==> config.mk <==
export PLATFORM = sky130hd
export DESIGN_NAME = segment_transition
export DESIGN_NICKNAME = d
export VERILOG_FILES = /design/src/rtl/segment_transition_pkg.sv /design/src/rtl/segment_transition_rep_counter.sv /design/src/rtl/segment_transition.sv
export SDC_FILE = /design/constraint.sdc
export NUM_CORES = 1
export LEC_CHECK = 0
export CORE_MARGIN = 8
export CORE_UTILIZATION = 45
export DETAILED_ROUTE_END_ITERATION = 16
export DONT_BUFFER_PORTS = 1
export PLACE_DENSITY_LB_ADDON = 0.15
export SLEW_MARGIN = 20
export SYNTH_ARGS = -nofsm -noshare
export SYNTH_HDL_FRONTEND = slang
export SYNTH_SLANG_ARGS = --single-unit
export TNS_END_PERCENT = 10
==> constraint.sdc <==
create_clock -name CLK -period 4.3 [get_ports CLK]
set_clock_uncertainty 0.1 [all_clocks]
set_input_delay 1.29 -clock CLK [delete_from_list [all_inputs] [get_ports CLK]]
set_output_delay 1.29 -clock CLK [all_outputs]
set_load 0.03 [all_outputs]
==> src/rtl/segment_transition_pkg.sv <==
// Shared types and constants for the segment transition controller.
package segment_transition_pkg;

  localparam int NumSegment = 2;

  localparam logic [7:0] ExtModeCode = 8'hF0;

  typedef enum logic [7:0] {
    MODE_SYNC_IDX = 8'h00,
    MODE_SYS_TIME = 8'h01,
    MODE_GPIO     = 8'h02,
    MODE_EXT      = ExtModeCode
  } transition_mode_t;

  typedef enum logic [2:0] {
    ST_IDLE,
    ST_WAIT_SYNC,
    ST_WAIT_TIME,
    ST_WAIT_GPIO,
    ST_EXT_RUN
  } state_t;

  function automatic int index_width(input int n);
    return (n > 1) ? $clog2(n) : 1;
  endfunction

endpackage

==> src/rtl/segment_transition_rep_counter.sv <==
// Per-segment loop counter; flags exhaustion when the count reaches a finite repeat budget.
module rep_counter #(
  parameter int RepWidth = 16
) (
  input  logic                clk,
  input  logic                rst,
  input  logic                clear,
  input  logic                inc,
  input  logic [RepWidth-1:0] rep,
  output logic                exhausted
);

  logic [RepWidth-1:0] count;

  always_ff @(posedge clk) begin
    // NOTE: sequential state uses non-blocking assignments so every register samples pre-edge values.
    if (rst) begin
      count <= '0;
    end else if (clear) begin
      count <= '0;
    end else if (inc) begin
      count <= count + 1'b1;
    end
  end

  // An all-ones budget means play forever.
  assign exhausted = (count == rep) && (rep != '1);

endmodule

==> src/rtl/segment_transition.sv <==
// Segment sequencer: arms a transition on UPDATE and switches segment on a loop, time, GPIO or repeat trigger.
module segment_transition #(
  parameter int NumSegment = segment_transition_pkg::NumSegment,
  parameter int NumGpio    = 4,
  parameter int RepWidth   = 16,
  localparam int SegW      = segment_transition_pkg::index_width(NumSegment),
  localparam int GpioW     = segment_transition_pkg::index_width(NumGpio)
) (
  input  logic                               CLK,
  input  logic                               RST,
  input  logic                               UPDATE,
  input  logic [SegW-1:0]                    REQ_SEGMENT,
  input  logic [7:0]                         TRANSITION_MODE,
  input  logic [63:0]                        TRANSITION_VALUE,
  input  logic [NumSegment-1:0][RepWidth-1:0] REP,
  input  logic [63:0]                        SYS_TIME,
  input  logic                               LOOP_END,
  input  logic [NumGpio-1:0]                 GPIO_IN,
  output logic [SegW-1:0]                    SEGMENT,
  output logic                               STOP,
  output logic                               PENDING,
  output logic                               SWITCHED
);

  import segment_transition_pkg::*;

  state_t              state;
  state_t              upd_state;
  logic [SegW-1:0]     target;
  logic [SegW-1:0]     next_seg;
  logic [SegW-1:0]     switch_seg;
  logic [63:0]         time_val;
  logic [GpioW-1:0]    gpio_idx;
  logic [NumGpio-1:0]  gpio_q;
  logic                mode_ok;
  logic                upd_valid;
  logic                trig;
  logic                do_switch;
  logic                count_evt;
  logic                exhausted;
  logic                stop_set;

  always_comb begin
    // NOTE: every always_comb output is given a default first so no path can infer a latch.
    mode_ok   = 1'b1;
    upd_state = ST_IDLE;
    case (TRANSITION_MODE)
      MODE_SYNC_IDX: upd_state = ST_WAIT_SYNC;
      MODE_SYS_TIME: upd_state = ST_WAIT_TIME;
      MODE_GPIO:     upd_state = ST_WAIT_GPIO;
      MODE_EXT:      upd_state = ST_EXT_RUN;
      default:       mode_ok   = 1'b0;
    endcase
  end

  assign upd_valid = UPDATE && mode_ok && (32'(REQ_SEGMENT) < 32'(NumSegment));
  assign next_seg  = (SEGMENT == SegW'(NumSegment - 1)) ? '0 : SEGMENT + 1'b1;

  always_comb begin
    trig       = 1'b0;
    switch_seg = target;
    case (state)
      ST_WAIT_SYNC: trig = LOOP_END;
      ST_WAIT_TIME: trig = (SYS_TIME >= time_val);
      ST_WAIT_GPIO: trig = GPIO_IN[gpio_idx] && !gpio_q[gpio_idx];
      ST_EXT_RUN: begin
        trig       = LOOP_END && exhausted;
        switch_seg = next_seg;
      end
      default: ;
    endcase
  end

  // A fresh request supersedes whatever the old one would have fired on this cycle.
  assign do_switch = trig && !upd_valid;
  assign count_evt = LOOP_END && !STOP && !do_switch;
  assign stop_set  = count_evt && exhausted && (state != ST_EXT_RUN);

  rep_counter #(
    .RepWidth (RepWidth)
  ) u_rep_counter (
    .clk       (CLK),
    .rst       (RST),
    .clear     (do_switch),
    .inc       (count_evt),
    .rep       (REP[SEGMENT]),
    .exhausted (exhausted)
  );

  always_ff @(posedge CLK) begin
    if (RST) begin
      state    <= ST_IDLE;
      SEGMENT  <= '0;
      STOP     <= 1'b0;
      PENDING  <= 1'b0;
      SWITCHED <= 1'b0;
      target   <= '0;
      time_val <= '0;
      gpio_idx <= '0;
      gpio_q   <= '0;
    end else begin
      gpio_q   <= GPIO_IN;
      SWITCHED <= 1'b0;
      if (upd_valid) begin
        state    <= upd_state;
        target   <= REQ_SEGMENT;
        time_val <= TRANSITION_VALUE;
        gpio_idx <= TRANSITION_VALUE[GpioW-1:0];
        PENDING  <= (upd_state != ST_EXT_RUN);
        if (upd_state == ST_EXT_RUN) begin
          STOP <= 1'b0;
        end else if (stop_set) begin
          STOP <= 1'b1;
        end
      end else if (do_switch) begin
        SEGMENT  <= switch_seg;
        SWITCHED <= 1'b1;
        STOP     <= 1'b0;
        PENDING  <= 1'b0;
        if (state != ST_EXT_RUN) begin
          state <= ST_IDLE;
        end
      end else if (stop_set) begin
        STOP <= 1'b1;
      end
    end
  end

endmodule

-- Word-level counts from Yosys, hierarchy flattened
Cells that the tools add are included.
- add/sub/neg operators: 2
- order comparisons: 3
- eq/ne operators: 12
- mux-type cells: 21
- bitwise operators: 1
- reduce and logical (&&, ||, !) cells: 21
- operators by type and width (operator ; count):
    >= comparator 64 bit ; 1
    2-to-1 mux 16 bit ; 2
    adder 16 x 1 -> 16 bit (second input constant) ; 1
    == test 16 bit ; 1
    != test 16 bit (second input constant) ; 1
    2-to-1 mux 1 bit ; 12
    one-hot mux 3 bit (4 select lines) ; 1
    logical AND 1 bit ; 9
    2-to-1 mux 3 bit ; 3
    == test 8 x 1 -> 1 bit (second input constant) ; 1
    == test 8 x 2 -> 1 bit (second input constant) ; 1
    == test 8 bit (second input constant) ; 1
    logical NOT 8 bit ; 1
    == test 3 x 2 -> 1 bit (second input constant) ; 2
    == test 3 bit (second input constant) ; 2
    != test 3 bit (second input constant) ; 2
    binary-select mux 1 bit (select 2 bit) ; 2
    logical NOT 1 bit ; 4
    one-hot mux 1 bit (4 select lines) ; 1
    AND reduction 2 bit ; 2
    nonzero test 2 bit ; 2
    OR reduction 2 bit ; 2
    OR reduction 4 bit ; 1
    == test 3 x 1 -> 1 bit (second input constant) ; 1
    other kinds (4) ; 4
- bits in registers: 94
- input port bits: 177
- output and inout port bits: 4
- word-level logic and storage cells: 70

-- Depth between registers and ports, before layout
- word-level depth: 14
- mapped depth: 12
- mapped depth without buffers: 10

-- Cells and area by module
From an unflattened synthesis, not the netlist that was laid out.
- cells, all modules: 713
- area total of the unflattened synthesis: 5561.6 sq um
- modules (own cells, without submodules) (module ; times used ; cells an instance ; area an instance (sq um) ; sequential area each (sq um)):
    segment_transition ; 1 ; 599 ; 4584.4 ; 1521.5
    rep_counter ; 1 ; 114 ; 977.2 ; 320.3

-- Least setup slack after synthesis
OpenSTA, ideal clock, no wires.
- path kind: in2reg
- start point: input SYS_TIME[0]
- end point: register u_rep_counter.count[7]
- setup time: 0.062 ns
- arrival time: 3.444 ns
- data required time: 4.138 ns
- setup slack: 0.694 ns
- cell stages on the path: 12
- path buffers: 2
- path through: inv_1 > ha_1 > nand2b_4 > a2111oi_4 > o311ai_1 > a2111o_1 > a211oi_2 > o2bb2ai_2 > or2_1 > buf_6 > buf_12 > nor2_4
- word-level cells in the longest chain between the ends: 5
- elaborated cells on any way between the ends: 6
- those cells by class: order compare (1); mux (1); reduce/logical (4)
- RTL lines (what ; RTL line ; RTL):
    from (decl) ; segment_transition.sv:16 ; input logic [63:0] SYS_TIME,
    >= comparator 64 bit * ; segment_transition.sv:64 ; ST_WAIT_TIME: trig = (SYS_TIME >= time_val);
    one-hot mux 1 bit (4 select lines) * ; segment_transition.sv:62 ; case (state)
    logical AND 1 bit * ; segment_transition.sv:75 ; assign do_switch = trig && !upd_valid;
    logical NOT 1 bit ; segment_transition.sv:76 ; assign count_evt = LOOP_END && !STOP && !do_switch;
    logical AND 1 bit ; segment_transition.sv:76 ;
    to (signal assigned) ; segment_transition_rep_counter.sv:22 ; count <= count + 1'b1;
    to (decl) ; segment_transition_rep_counter.sv:13 ; logic [RepWidth-1:0] count;
Every way passes the cells marked *; elsewhere a longest branch is shown, timed or not.
A chain may end at the register's enable or synchronous reset.

-- Worst setup path in the final report
- start point: input SYS_TIME[0]
- end point: register STOP
- word-level cells in the longest chain between the ends: 10
- elaborated cells on any way between the ends: 11
- those cells by class: order compare (1); mux (5); reduce/logical (5)
- RTL lines (what ; RTL line ; RTL):
    >= comparator 64 bit * ; segment_transition.sv:64 ;
    one-hot mux 1 bit (4 select lines) * ; segment_transition.sv:62 ;
    logical AND 1 bit * ; segment_transition.sv:75 ;
    logical NOT 1 bit ; segment_transition.sv:76 ;
    logical AND 1 bit ; segment_transition.sv:76 ;
    logical AND 1 bit (2 in a row) ; segment_transition.sv:77 ; assign stop_set = count_evt && exhausted && (state != ST_EXT_RUN);
    2-to-1 mux 1 bit ; - ;
    2-to-1 mux 1 bit, on equally long branches ; - ;
    2-to-1 mux 1 bit * ; segment_transition.sv:104 ; if (upd_valid) begin
    to (signal assigned) ; segment_transition.sv:111 ; STOP <= 1'b0;
    to (signal assigned) ; segment_transition.sv:113 ; STOP <= 1'b1;
    to (signal assigned) ; segment_transition.sv:118 ; STOP <= 1'b0;
    to (decl) ; segment_transition.sv:20 ; output logic STOP,
Marked as above.

==> metrics.txt <==
M1 WL between 5000 and 6000 um; routed wl met2 roughly 6700 um; WS Path Type input port to register; Port Buf Inserts 0; Die Y around 130 um; number of global-route vias before repair ~4600; leakage about 0.0020 uW; status completed; syn_area_per_cell just under 8 um^2; worst ir drop on vdd 0.157 mV; syn_nets about 950; H-Tree Level Count 3; Crit path required time approximately 4500 ps; DRC viols 0; number of CTS-inserted buffers 9; I/O pin total about 180; Hold WC Path Type register to register; first-pass GRT wire length between 20000 and 25000 um; initial antenna violation count 0; Max-slew headroom between 40 and 50%; period utilization 80.8%; TritonCTS clock tree done; synthesized cell area approximately 0.0056 mm^2; GP Congestion approximately 0.84; layout cells sized above 1 ~5.2%; top layer in use met4; post-DP HPWL about 11000 um; Antenna Nets Post-Route 0; hold_ws roughly 350 ps; Setup Buffers After CTS 0; sequential fraction of the synthesis area 32.9%; clock power share 42.0%; crit path capture type register; Flop pwr share between 50% and 60%; Reg clk slew, reported paths 60 ps; P&R area growth vs syn 6.82%; Via Count approximately 4600; Root Buffer clkbuf_16; drt wl/cell roughly 16 um; Max Fanout on Critical Path 18; Fin. Hold Viols 0; GRT Residual Overflow 0; power per cell area about 290 mW/mm^2; Synth Instances between 700 and 800; largest net degree at the start of global routing 76; clk_lat worst skew around 340 ps; met3 WL between 1000 and 1500 um; # clock sinks a little over 90; # Max-Cap Violations 0; # rows 40; initial core utilization between 40% and 50%; die area roughly 0.016 mm^2; final setup TNS 0 ps; Final #Nets 935; DR vias/cell about 5.3; Slew Viols, Final 0; P_sw 386 uW; Gate power share around 7.5%; Die Wd 128 um; fmax 288 MHz; Period minus WS final between 3000 and 4000 ps; Max Root-Sink Buffers 2; DRT Wirelength around 14000 um; #FFs+latches synth between 90 and 100; RSZ-0062 raised after global routing no; total iterations of the first detailed-routing run 5; hold buffers post-CTS 0; Finish-stage setup viols 0; Worst EP arrival about 3600 ps; ant diodes 0; fillcell total 1180; Total GRT Usage roughly 17%; Least-Margin Pin Slew between 700 and 800 ps; post-cts repair resize count 0; Synth Warn # 0; Sw Ratio roughly 23%; Power Internal roughly 1300 uW; synth unique cells between 50 and 60; Placeable Area between 0.01 and 0.015 mm^2; DRT iter0 DRCs about 220; Startpoint Class input port
-- stage by stage --
stage / cells / power [uW] / instance area (um^2) / setup slack [ps] / utilization [%]
after floorplan: 705 / 995 / 5600 / 694 / -
after global placement: 850 / 1010 / 5720 / 521 / 47.4
after detailed placement: 850 / 1010 / 5720 / 472 / 47.4
after CTS: 864 / 1740 / 5980 / 835 / 49.6
after global routing: 864 / 1790 / 5980 / 738 / 49.6
final: 864 / 1710 / 5980 / 827 / 49.6
-- cell type report --
| class | instances | area, um^2 | area share (%) |
|---|---|---|---|
| Clock inverter | 2 | 12.5 | 0.209 |
| Timing Repair Buffer | 6 | 57.6 | 0.963 |
| Tap cell | 168 | 210 | 3.52 |
| Clock buffer | 12 | 246 | 4.12 |
| Sequential cell | 92 | 1840 | 30.8 |
| Multi-Input combinational cell | 516 | 3350 | 56.1 |
| Inverter | 68 | 255 | 4.27 |
-- placed cells by master (no fill, tap or decap), types with 7 or more instances in the layout --
cell type and n:
a21oi_1 88, clkbuf_16 9, dfxtp_1 92, ha_1 65
inv_1 68, mux2i_1 18, nand2_1 159, nand3_1 20
nand4_1 17, nor2_1 26, nor2_4 10, nor2b_1 7
xnor2_1 19, xor2_1 13
-- cell usage after synthesis, drive strengths merged --
master / n / share of area (%)
o21ai: 6 / 0.54
a211oi: 1 / 0.22
nor3: 3 / 0.27
a221o: 2 / 0.36
a41oi: 1 / 0.16
ha: 65 / 15
o211ai: 3 / 0.40
a22oi: 1 / 0.13
a221oi: 2 / 0.31
a2111o: 1 / 0.20
o21a: 5 / 0.67
clkbuf: 19 / 1.3
xnor2: 19 / 3.0
a21oi: 88 / 7.9
o32ai: 1 / 0.16
a211o: 2 / 0.31
nand4: 17 / 1.9
nand2b: 4 / 0.58
or2: 1 / 0.11
nand2: 160 / 11
nor4: 5 / 0.56
a21o: 6 / 0.80
nor3b: 6 / 0.98
and2: 3 / 0.34
o221ai: 1 / 0.16
buf: 10 / 1.4
a2111oi: 2 / 0.65
o311ai: 1 / 0.16
nor2b: 7 / 0.78
o2bb2ai: 2 / 0.42
nor2: 36 / 3.8
and3: 6 / 0.67
inv: 68 / 4.6
and4: 3 / 0.47
o2111ai: 1 / 0.16
mux2i: 18 / 3.2
o22ai: 2 / 0.22
xor2: 13 / 2.0
dfxtp: 92 / 33
a22o: 1 / 0.16
a31oi: 1 / 0.11
nand3: 20 / 1.8
-- final timing paths --
check                            startpoint                   endpoint  slack [ps]  depth (start not counted)
setup / recovery                SYS_TIME[0]            STOP$_SDFF_PP0_         830                         11
hold reg to reg   time_val[11]$_SDFFE_PP0P_  time_val[11]$_SDFFE_PP0P_         350                          2
setup reg to reg   time_val[0]$_SDFFE_PP0P_            STOP$_SDFF_PP0_        1360                         10
hold / removal    time_val[11]$_SDFFE_PP0P_  time_val[11]$_SDFFE_PP0P_         350                          2
-- routing by layer --
layer / vias to the layer above / track usage (%)
met4: 0 / 7.42
li1: 2344 / -
met2: 146 / 29.2
met5: - / 0
met1: 2058 / 19.6
met3: 18 / 5.37
-- state kept, by name (all words and copies together) (netlist names), 3 cells and up --
name and count:
u_rep_counter.count 16, gpio_q 4, state 3, time_val 64
-- worst max-delay path: stages --
cell and delay (ps):
inv_1 20, ha_1 280, nand2b_4 150, a2111oi_4 340
o311ai_1 160, a2111o_1 430, a211oi_2 250, o2bb2ai_2 120
or2_1 250, buf_12 180, nor3b_2 170
-- logic make-up (layout without fill, tap and decap cells) --
logic type               after synthesis  in the layout  synth area share, %
buffers and inverters                 97             88                 7.22
AND/OR/NAND/NOR                      271            271                 22.9
flip-flops                            92             92                 32.9
XOR/XNOR                              32             32                 5.01
AO/OA/AOI/OAI                        130            130                 14.2
multiplexers                          18             18                 3.22
adder cells (fa/ha/maj)               65             65                 14.5
-- power by group through the flow --
stage | clock network (uW) | registers [uW] | logic, uW
6_report | 717 | 864 | 128
2_1_floorplan | 0 | 882 | 114
3_3_place_gp | 0 | 883 | 124
4_1_cts | 746 | 864 | 129
3_5_place_dp | 0 | 883 | 128
5_1_grt | 774 | 864 | 149
(Power assumes the default switching activity.)
